`src/rtl/s2p_pkg.sv`:
```
// Shared constants and types for the s2p_rx serial receiver.
// Latency: none (declarations only).
// Backpressure: none (declarations only).
package s2p_pkg;

  // Default serial word length per channel.
  localparam int DATA_W_DEF = 16;

  // Receiver FSM states.
  typedef enum logic {
    IDLE = 1'b0,
    RECV = 1'b1
  } state_t;

  // The bit counter must be able to hold values 0..DATA_W.
  function automatic int cnt_width(input int w);
    return $clog2(w + 1);
  endfunction

  localparam int CNT_W_DEF = cnt_width(DATA_W_DEF);

endpackage

```
`src/rtl/s2p_shift.sv`:
```
// Single-channel MSB-first shifter; word_o is the word completed by the current bit.
// Latency: word_o is combinational from the stored bits and the live serial input.
// Backpressure: none; advances only when en_i is high, holds otherwise.
module s2p_shift
  import s2p_pkg::*;
#(
  parameter int DATA_W = DATA_W_DEF
) (
  input  logic              SCLK,
  input  logic              CLR,
  input  logic              en_i,
  input  logic              load_i,
  input  logic              shift_i,
  input  logic              sdin_i,
  output logic [DATA_W-1:0] word_o
);

  // Only the DATA_W-1 bits received before the current one need storing;
  // the final bit is taken live from sdin_i when the word completes.
  logic [DATA_W-2:0] shift_q;
  logic [DATA_W-2:0] shift_d;

  assign word_o = {shift_q, sdin_i};

  // Start loads the MSB into a cleared register; later bits shift in at the LSB.
  always_comb begin
    shift_d = shift_q;
    if (en_i) begin
      if (load_i) begin
        shift_d    = '0;
        shift_d[0] = sdin_i;
      end else if (shift_i) begin
        shift_d = word_o[DATA_W-2:0];
      end
    end
  end

  // Shift register state.
  always_ff @(posedge SCLK or posedge CLR) begin
    if (CLR) shift_q <= '0;
    else     shift_q <= shift_d;
  end

endmodule

```
`src/rtl/s2p_rx.sv`:
```
// Two-channel framed serial-to-parallel receiver with a one-deep output holding register.
// Latency: word visible DATA_W EN-cycles after the FRAME start cycle.
// Backpressure: a word completing while the holder is full and un-ACKed is dropped; OVERRUN sticks.
module s2p_rx
  import s2p_pkg::*;
#(
  parameter int DATA_W = DATA_W_DEF
) (
  input  logic              SCLK,
  input  logic              CLR,
  input  logic              EN,
  input  logic              FRAME,
  input  logic              SDIN_L,
  input  logic              SDIN_R,
  input  logic              ACK,
  output logic [DATA_W-1:0] PDATA_L,
  output logic [DATA_W-1:0] PDATA_R,
  output logic              InReady,
  output logic              BUSY,
  output logic              OVERRUN
);

  localparam int               CNT_W = cnt_width(DATA_W);
  localparam logic [CNT_W-1:0] LAST  = CNT_W'(DATA_W - 1);

  state_t            state_q;
  logic [CNT_W-1:0]  cnt_q;
  logic              frame_d_q;
  logic              busy_q;
  logic [DATA_W-1:0] pdata_l_q;
  logic [DATA_W-1:0] pdata_r_q;
  logic              inready_q;
  logic              overrun_q;

  logic              start;
  logic              shifting;
  logic              complete;
  logic [DATA_W-1:0] word_l;
  logic [DATA_W-1:0] word_r;

  // Start needs a sampled-low FRAME before the high, and is ignored mid-word.
  assign start    = EN && FRAME && !frame_d_q && (state_q == IDLE);
  assign shifting = EN && (state_q == RECV);
  assign complete = shifting && (cnt_q == LAST);

  s2p_shift #(.DATA_W(DATA_W)) u_shift_l (
    .SCLK    (SCLK),
    .CLR     (CLR),
    .en_i    (EN),
    .load_i  (start),
    .shift_i (shifting),
    .sdin_i  (SDIN_L),
    .word_o  (word_l)
  );

  s2p_shift #(.DATA_W(DATA_W)) u_shift_r (
    .SCLK    (SCLK),
    .CLR     (CLR),
    .en_i    (EN),
    .load_i  (start),
    .shift_i (shifting),
    .sdin_i  (SDIN_R),
    .word_o  (word_r)
  );

  // Frame edge history, FSM and bit counter; everything here freezes when EN=0.
  always_ff @(posedge SCLK or posedge CLR) begin
    if (CLR) begin
      state_q   <= IDLE;
      cnt_q     <= '0;
      frame_d_q <= 1'b0;
      busy_q    <= 1'b0;
    end else if (EN) begin
      frame_d_q <= FRAME;
      case (state_q)
        IDLE: begin
          if (start) begin
            state_q <= RECV;
            cnt_q   <= CNT_W'(1);
            busy_q  <= 1'b1;
          end
        end
        RECV: begin
          if (cnt_q == LAST) begin
            state_q <= IDLE;
            cnt_q   <= '0;
            busy_q  <= 1'b0;
          end else begin
            cnt_q   <= cnt_q + CNT_W'(1);
          end
        end
        default: begin
          state_q <= IDLE;
          cnt_q   <= '0;
          busy_q  <= 1'b0;
        end
      endcase
    end
  end

  // Holding register and handshake; ACK is honoured regardless of EN.
  always_ff @(posedge SCLK or posedge CLR) begin
    if (CLR) begin
      pdata_l_q <= '0;
      pdata_r_q <= '0;
      inready_q <= 1'b0;
      overrun_q <= 1'b0;
    end else if (complete) begin
      if (!inready_q || ACK) begin
        pdata_l_q <= word_l;
        pdata_r_q <= word_r;
        inready_q <= 1'b1;
      end else begin
        overrun_q <= 1'b1;
      end
    end else if (ACK && inready_q) begin
      inready_q <= 1'b0;
    end
  end

  assign PDATA_L = pdata_l_q;
  assign PDATA_R = pdata_r_q;
  assign InReady = inready_q;
  assign BUSY    = busy_q;
  assign OVERRUN = overrun_q;

endmodule

```
`config.mk`:
```
export PLATFORM = sky130hd
export DESIGN_NAME = s2p_rx
export DESIGN_NICKNAME = d
export VERILOG_FILES = /design/src/rtl/s2p_pkg.sv /design/src/rtl/s2p_shift.sv /design/src/rtl/s2p_rx.sv
export SDC_FILE = /design/constraint.sdc
export NUM_CORES = 1
export LEC_CHECK = 0
export CAP_MARGIN = 20
export CORE_MARGIN = 2
export CORE_UTILIZATION = 50
export DETAILED_ROUTE_END_ITERATION = 8
export PLACE_DENSITY_LB_ADDON = 0.3
export SLEW_MARGIN = 40
export SYNTH_ARGS = -nofsm -noshare
export SYNTH_HDL_FRONTEND = slang
export SYNTH_SLANG_ARGS = --single-unit
```
`constraint.sdc`:
```
create_clock -name SCLK -period 3.5 [get_ports SCLK]
set_input_delay 0.525 -clock SCLK [delete_from_list [all_inputs] [get_ports SCLK]]
set_output_delay 0.525 -clock SCLK [all_outputs]
set_load 0.005 [all_outputs]
```
Yosys cells after proc, flatten, opt, wreduce, memory -nomap -nowiden
Index checks and enable logic that the tools add are counted.
{"block": "word_totals", "regBits": 72, "elab_cells": 50}
{"block": "op_classes", "n_addsub": 1, "n_eq_ne": 4, "mux": 16, "bitwise_logic": 2, "n_reduce_logical": 17}
{"op": "2-to-1 mux 15 bit", "count": 4}
{"op": "2-to-1 mux 5 bit", "count": 2}
{"op": "one-hot mux 5 bit (2 select lines)", "count": 1}
{"op": "AND reduction 2 bit", "count": 5}
{"op": "2-to-1 mux 1 bit", "count": 7}
{"op": "logical AND 1 bit", "count": 6}
{"op": "adder 5 x 1 -> 5 bit (second input constant)", "count": 1}
{"op": "== test 5 x 4 -> 1 bit (second input constant)", "count": 1}
{"op": "inequality test 2 x 1 -> 1 bit (second input constant)", "count": 2}
{"op": "one-hot mux 1 bit (2 select lines)", "count": 2}
{"op": "nonzero test 2 bit", "count": 2}
{"op": "AND reduction 3 bit", "count": 1}
{"op": "zero test 1 bit", "count": 2}
{"op": "inequality test 2 bit (second input constant)", "count": 1}
{"op": "inverter 1 bit", "count": 2}
{"op": "logical OR 1 bit", "count": 1}

Depth between registers and ports, before layout
{"block": "depth", "ltp_word": 5, "depth_mapped": 5, "mapped_depth_nobuf": 4}

Hierarchy
From an unflattened synthesis, not the netlist that was laid out.
{"block": "hier_totals", "cells_unflattened": 225, "hier_area_um2": 3006.6}
{"module": "s2p_rx", "instances": 1, "cells_each": 111, "area_each_um2": 1675.4, "seq_area_each_um2": 1051.0}
{"module": "s2p_shift", "instances": 2, "cells_each": 57, "area_each_um2": 665.6, "seq_area_each_um2": 375.4}

Worst setup path after synthesis
No wires, ideal clock.
{"block": "synth_timing", "path_kind": "register to register", "start": "reg cnt_q[0]", "end": "reg pdata_l_q[0], in the netlist PDATA_L[0]", "arrival_ps": 1543, "slack_ps": 1832, "stages_incl_launch_ff": 6, "n_path_buf": 1, "path_cell_list": "dfrtp_1 ha_1 nand4b_4 nor3_4 buf_6 mux2_2"}
{"block": "synth_between", "elab_chain_cells": 3}
{"element": "from (decl)", "line": "s2p_rx.sv:27", "text": "logic [CNT_W-1:0] cnt_q;"}
{"element": "from (signal assigned)", "line": "s2p_rx.sv:89", "text": "cnt_q <= cnt_q + CNT_W'(1);"}
{"element": "== test 5 x 4 -> 1 bit", "line": "s2p_rx.sv:44", "text": "assign complete = shifting && (cnt_q == LAST);"}
{"element": "logical AND 1 bit", "line": "s2p_rx.sv:44"}
{"element": "AND reduction 2 bit (no source line)"}
{"element": "to (signal assigned)", "line": "s2p_rx.sv:110", "text": "pdata_l_q <= word_l;"}
{"element": "to (decl)", "line": "s2p_rx.sv:30", "text": "logic [DATA_W-1:0] pdata_l_q;"}
No other way between the ends.
A chain may end at the register's enable or synchronous reset.

Worst setup path in the final report
{"block": "layout_timing", "start": "in EN", "end": "reg pdata_r_q[2], in the netlist PDATA_R[2]"}
{"block": "layout_between", "elab_chain_cells": 3}
{"element": "from (decl)", "line": "s2p_rx.sv:11", "text": "input logic EN,"}
{"element": "logical AND 1 bit", "line": "s2p_rx.sv:43", "text": "assign shifting = EN && (state_q == RECV);"}
{"element": "logical AND 1 bit", "line": "s2p_rx.sv:44"}
{"element": "AND reduction 2 bit (no source line)"}
{"element": "to (signal assigned)", "line": "s2p_rx.sv:111", "text": "pdata_r_q <= word_r;"}
{"element": "to (decl)", "line": "s2p_rx.sv:31", "text": "logic [DATA_W-1:0] pdata_r_q;"}
No other way between the ends.

==> results_dict.tcl <==
set metrics [dict create \
    status "complete, no violations" \
    gp_congestion 0.6776 \
    synth_mux_area_share_pct 14.02 \
    required_ps 3730 \
    clkSlewWorstSetupHoldPaths_ps 70 \
    worstPathCellList "clkdlybuf4s50_1 -> buf_4 -> nand2_1 -> nor3_4 -> buf_4 -> mux2_2" \
    synthToLayoutAreaGrowth_pct 22.33 \
    maxSlewViolCount 0 \
    syn_inst 240 \
    finalSetupViolCount 0 \
    die_x_um 80.05 \
    antenna_found_initial 0 \
    critPathMaxStageDelay_ps 460 \
    rsz0062_at_grt "no" \
    cts.repair.resized 0 \
    synth_top_family_by_area "multiplexers" \
    fillers 464 \
    start_kind "input port" \
    synthArstFlopShare_pct 100.0 \
    dieArea_um2 6407 \
    period_minus_slack_ps 2160 \
    core_um2 5540 \
    tns_ps 0 \
    diodes 0 \
    start_util_pct 52.19 \
    crit_fanout 38 \
    synth_nets 248 \
    grt_pass1_wl_mm 8.921 \
    worstMarginPinSlew_ps 543.6 \
    arrival_ps 2390 \
    insertion_delay_ps 340 \
    fin_skew_ps 6.987 \
    end_kind "register" \
    htree_levels 3 \
    final_hold_viol_count 0 \
    synth_xor_area_share_pct 0 \
    synth_edf_count 0 \
    numCtsBuffers 9 \
    yosysWarningCount 0 \
    path_class "input port to register" \
    powerDensity_nw_per_um2 787.6 \
    ys_types 26 \
    rows 27 \
    ys_ff_latch 72 \
    wl_per_cell_um 14.10 \
    grt_max_degree 47 \
    relSlewSlack_pct 63.76 \
    antenna_left 0 \
    whs_ps 457.4 \
    final_nets 293 \
    hold_class "register to register" \
    fmax_mhz 462.9 \
    cts_tree "built" \
    post_cts_buffers 0 \
    viasPerCell 5.102 \
    avgSynthCellArea_um2 12.05 \
    gr-usage-all-layers_pct 18.68 \
    drt_iter0_markers 142 \
    max_cap_violations 0 \
    peakVddDrop_mv 0.4257 \
    power_leakage_nw 1.621 \
    drive_gt1_share_pct 20.00 \
    firstDrtPassIters 4 \
    grt-ovfl-total 0 \
    place_hpwl_mm 3.234 \
    port-buffer-count 41 \
    crit_top_cell "buf_4" \
    cts_buffer_depth 2 \
    postCtsHoldBufs 0 \
    synth-simple-area-share_pct 8.568 \
    grt_pass1_vias 1859 \
    numClockSinks 72 \
    dr_total_vias 1847 \
    ys_seq_area_share_pct 62.31 \
    fin_crit_sh_pct 61.73 \
    cp_slowest_cell "clkdlybuf4s50_1" \
    drc 0 \
    ys.flop_type "dfrtp_1" \
    cts-root-buf "clkbuf_8" \
    synth-adder-area-share_pct 0.4327 \
    synth_area_um2 2892 \
    synth-compound-area-share_pct 7.746 \
    io_pins 42 \
    final_core_util_pct 63.84 \
    routed_wl_mm 5.105 \
    fp.dieH_um 80.05 \
]
path summary, 6_finish.rpt:
path                                      from                          endpoint  slack, ps  depth (start not counted)
max reg2reg                state_q$_DFFE_PP0P_            PDATA_R[2]$_DFFE_PP0P_       1660                          5
max in group asynchronous                  CLR  u_shift_r.shift_q[5]$_DFFE_PP0P_       2260                          3
min                        OVERRUN$_DFFE_PP0P_               OVERRUN$_DFFE_PP0P_        460                          1
min reg2reg                OVERRUN$_DFFE_PP0P_               OVERRUN$_DFFE_PP0P_        460                          1
min in group asynchronous                  CLR            PDATA_R[0]$_DFFE_PP0P_        590                          2
max                                         EN            PDATA_R[2]$_DFFE_PP0P_       1340                          6
layout make-up:
class                   count  area (µm²)  area share [%]
multi-input cells         121       889.6           25.15
flip-flops and latches     72        1802           50.94
inverters                  33       126.4           3.573
repair buffers             48       462.9           13.09
well taps                  72       90.09           2.547
clock buffers              13       148.9           4.209
clock inverters             3       17.52          0.4952
cells in the final DEF, fill, tap and decap left out, types with 2 or more instances in the layout:
cell,Yosys,final
buf_4,0,7
nor2_1,3,3
dfrtp_1,72,72
clkbuf_1,9,3
o21ai_0,32,32
clkinv_2,0,2
nand2_1,2,2
mux2_1,2,2
nor2b_1,3,3
clkdlybuf4s50_1,0,41
mux2_2,34,34
clkbuf_8,0,10
inv_1,33,32
a21oi_1,3,3
nand3_1,30,30
cells in the mapped netlist (2+ instances only):
| library cell | n | share of area, % |
|---|---|---|
| dfrtp_1 | 72 | 62 |
| mux2_2 | 34 | 13 |
| inv_1 | 33 | 4.3 |
| o21ai_0 | 32 | 5.5 |
| nand3_1 | 30 | 5.2 |
| clkbuf_1 | 9 | 1.2 |
| a21oi_1 | 3 | 0.52 |
| buf_6 | 3 | 1.2 |
| nor2_1 | 3 | 0.39 |
| nor2b_1 | 3 | 0.65 |
| mux2_1 | 2 | 0.78 |
| nand2_1 | 2 | 0.26 |
per-stage QoR:
stage	cell area (µm²)	power (W)	worst slack, ps	cells
after CTS	3537	0.002816	1361	362
after global placement	3368	0.002209	1021	346
final	3537	0.002786	1340	362
after floorplan	2892	0.001825	1150	240
after detailed placement	3371	0.002243	1004	346
after global routing	3537	0.003001	1264	362
worst max-delay path: cells and delay by family:
family,cells,cell delay [ps]
buf+inv,3,1080
simple gates,2,400
mux,1,370
layer usage:
layer / vias up / track usage (%) / routed length [µm]
li1: 898 / - / -
met1: 908 / 26.20 / 2494
met2: 34 / 25.67 / 2291
met3: 7 / 6.787 / 206
met4: 0 / 8.983 / 112
met5: - / 0 / 0
cells by family after synthesis:
| logic type | count (synthesis) |
|---|---|
| buf+inv | 47 |
| simple gates | 43 |
| compound gates | 41 |
| fa+ha+maj | 1 |
| flops | 72 |
| mux | 36 |
registers in the layout, indices dropped and copies added (netlist names):
register / flops
InReady: 1
frame_d_q: 1
PDATA_R: 16
state_q: 1
cnt_q: 5
OVERRUN: 1
PDATA_L: 16
BUSY: 1
u_shift_r.shift_q: 15
u_shift_l.shift_q: 15
power breakdown:
group / total [W] / switching, W / internal, W / leakage (nW)
Clock: 0.000563 / 0.000288 / 0.000275 / 0.0834
Sequential: 0.00137 / 0.000221 / 0.00115 / 0.947
Combinational: 0.000853 / 0.000352 / 0.000501 / 0.590
Power figures use the tool's default switching activity.
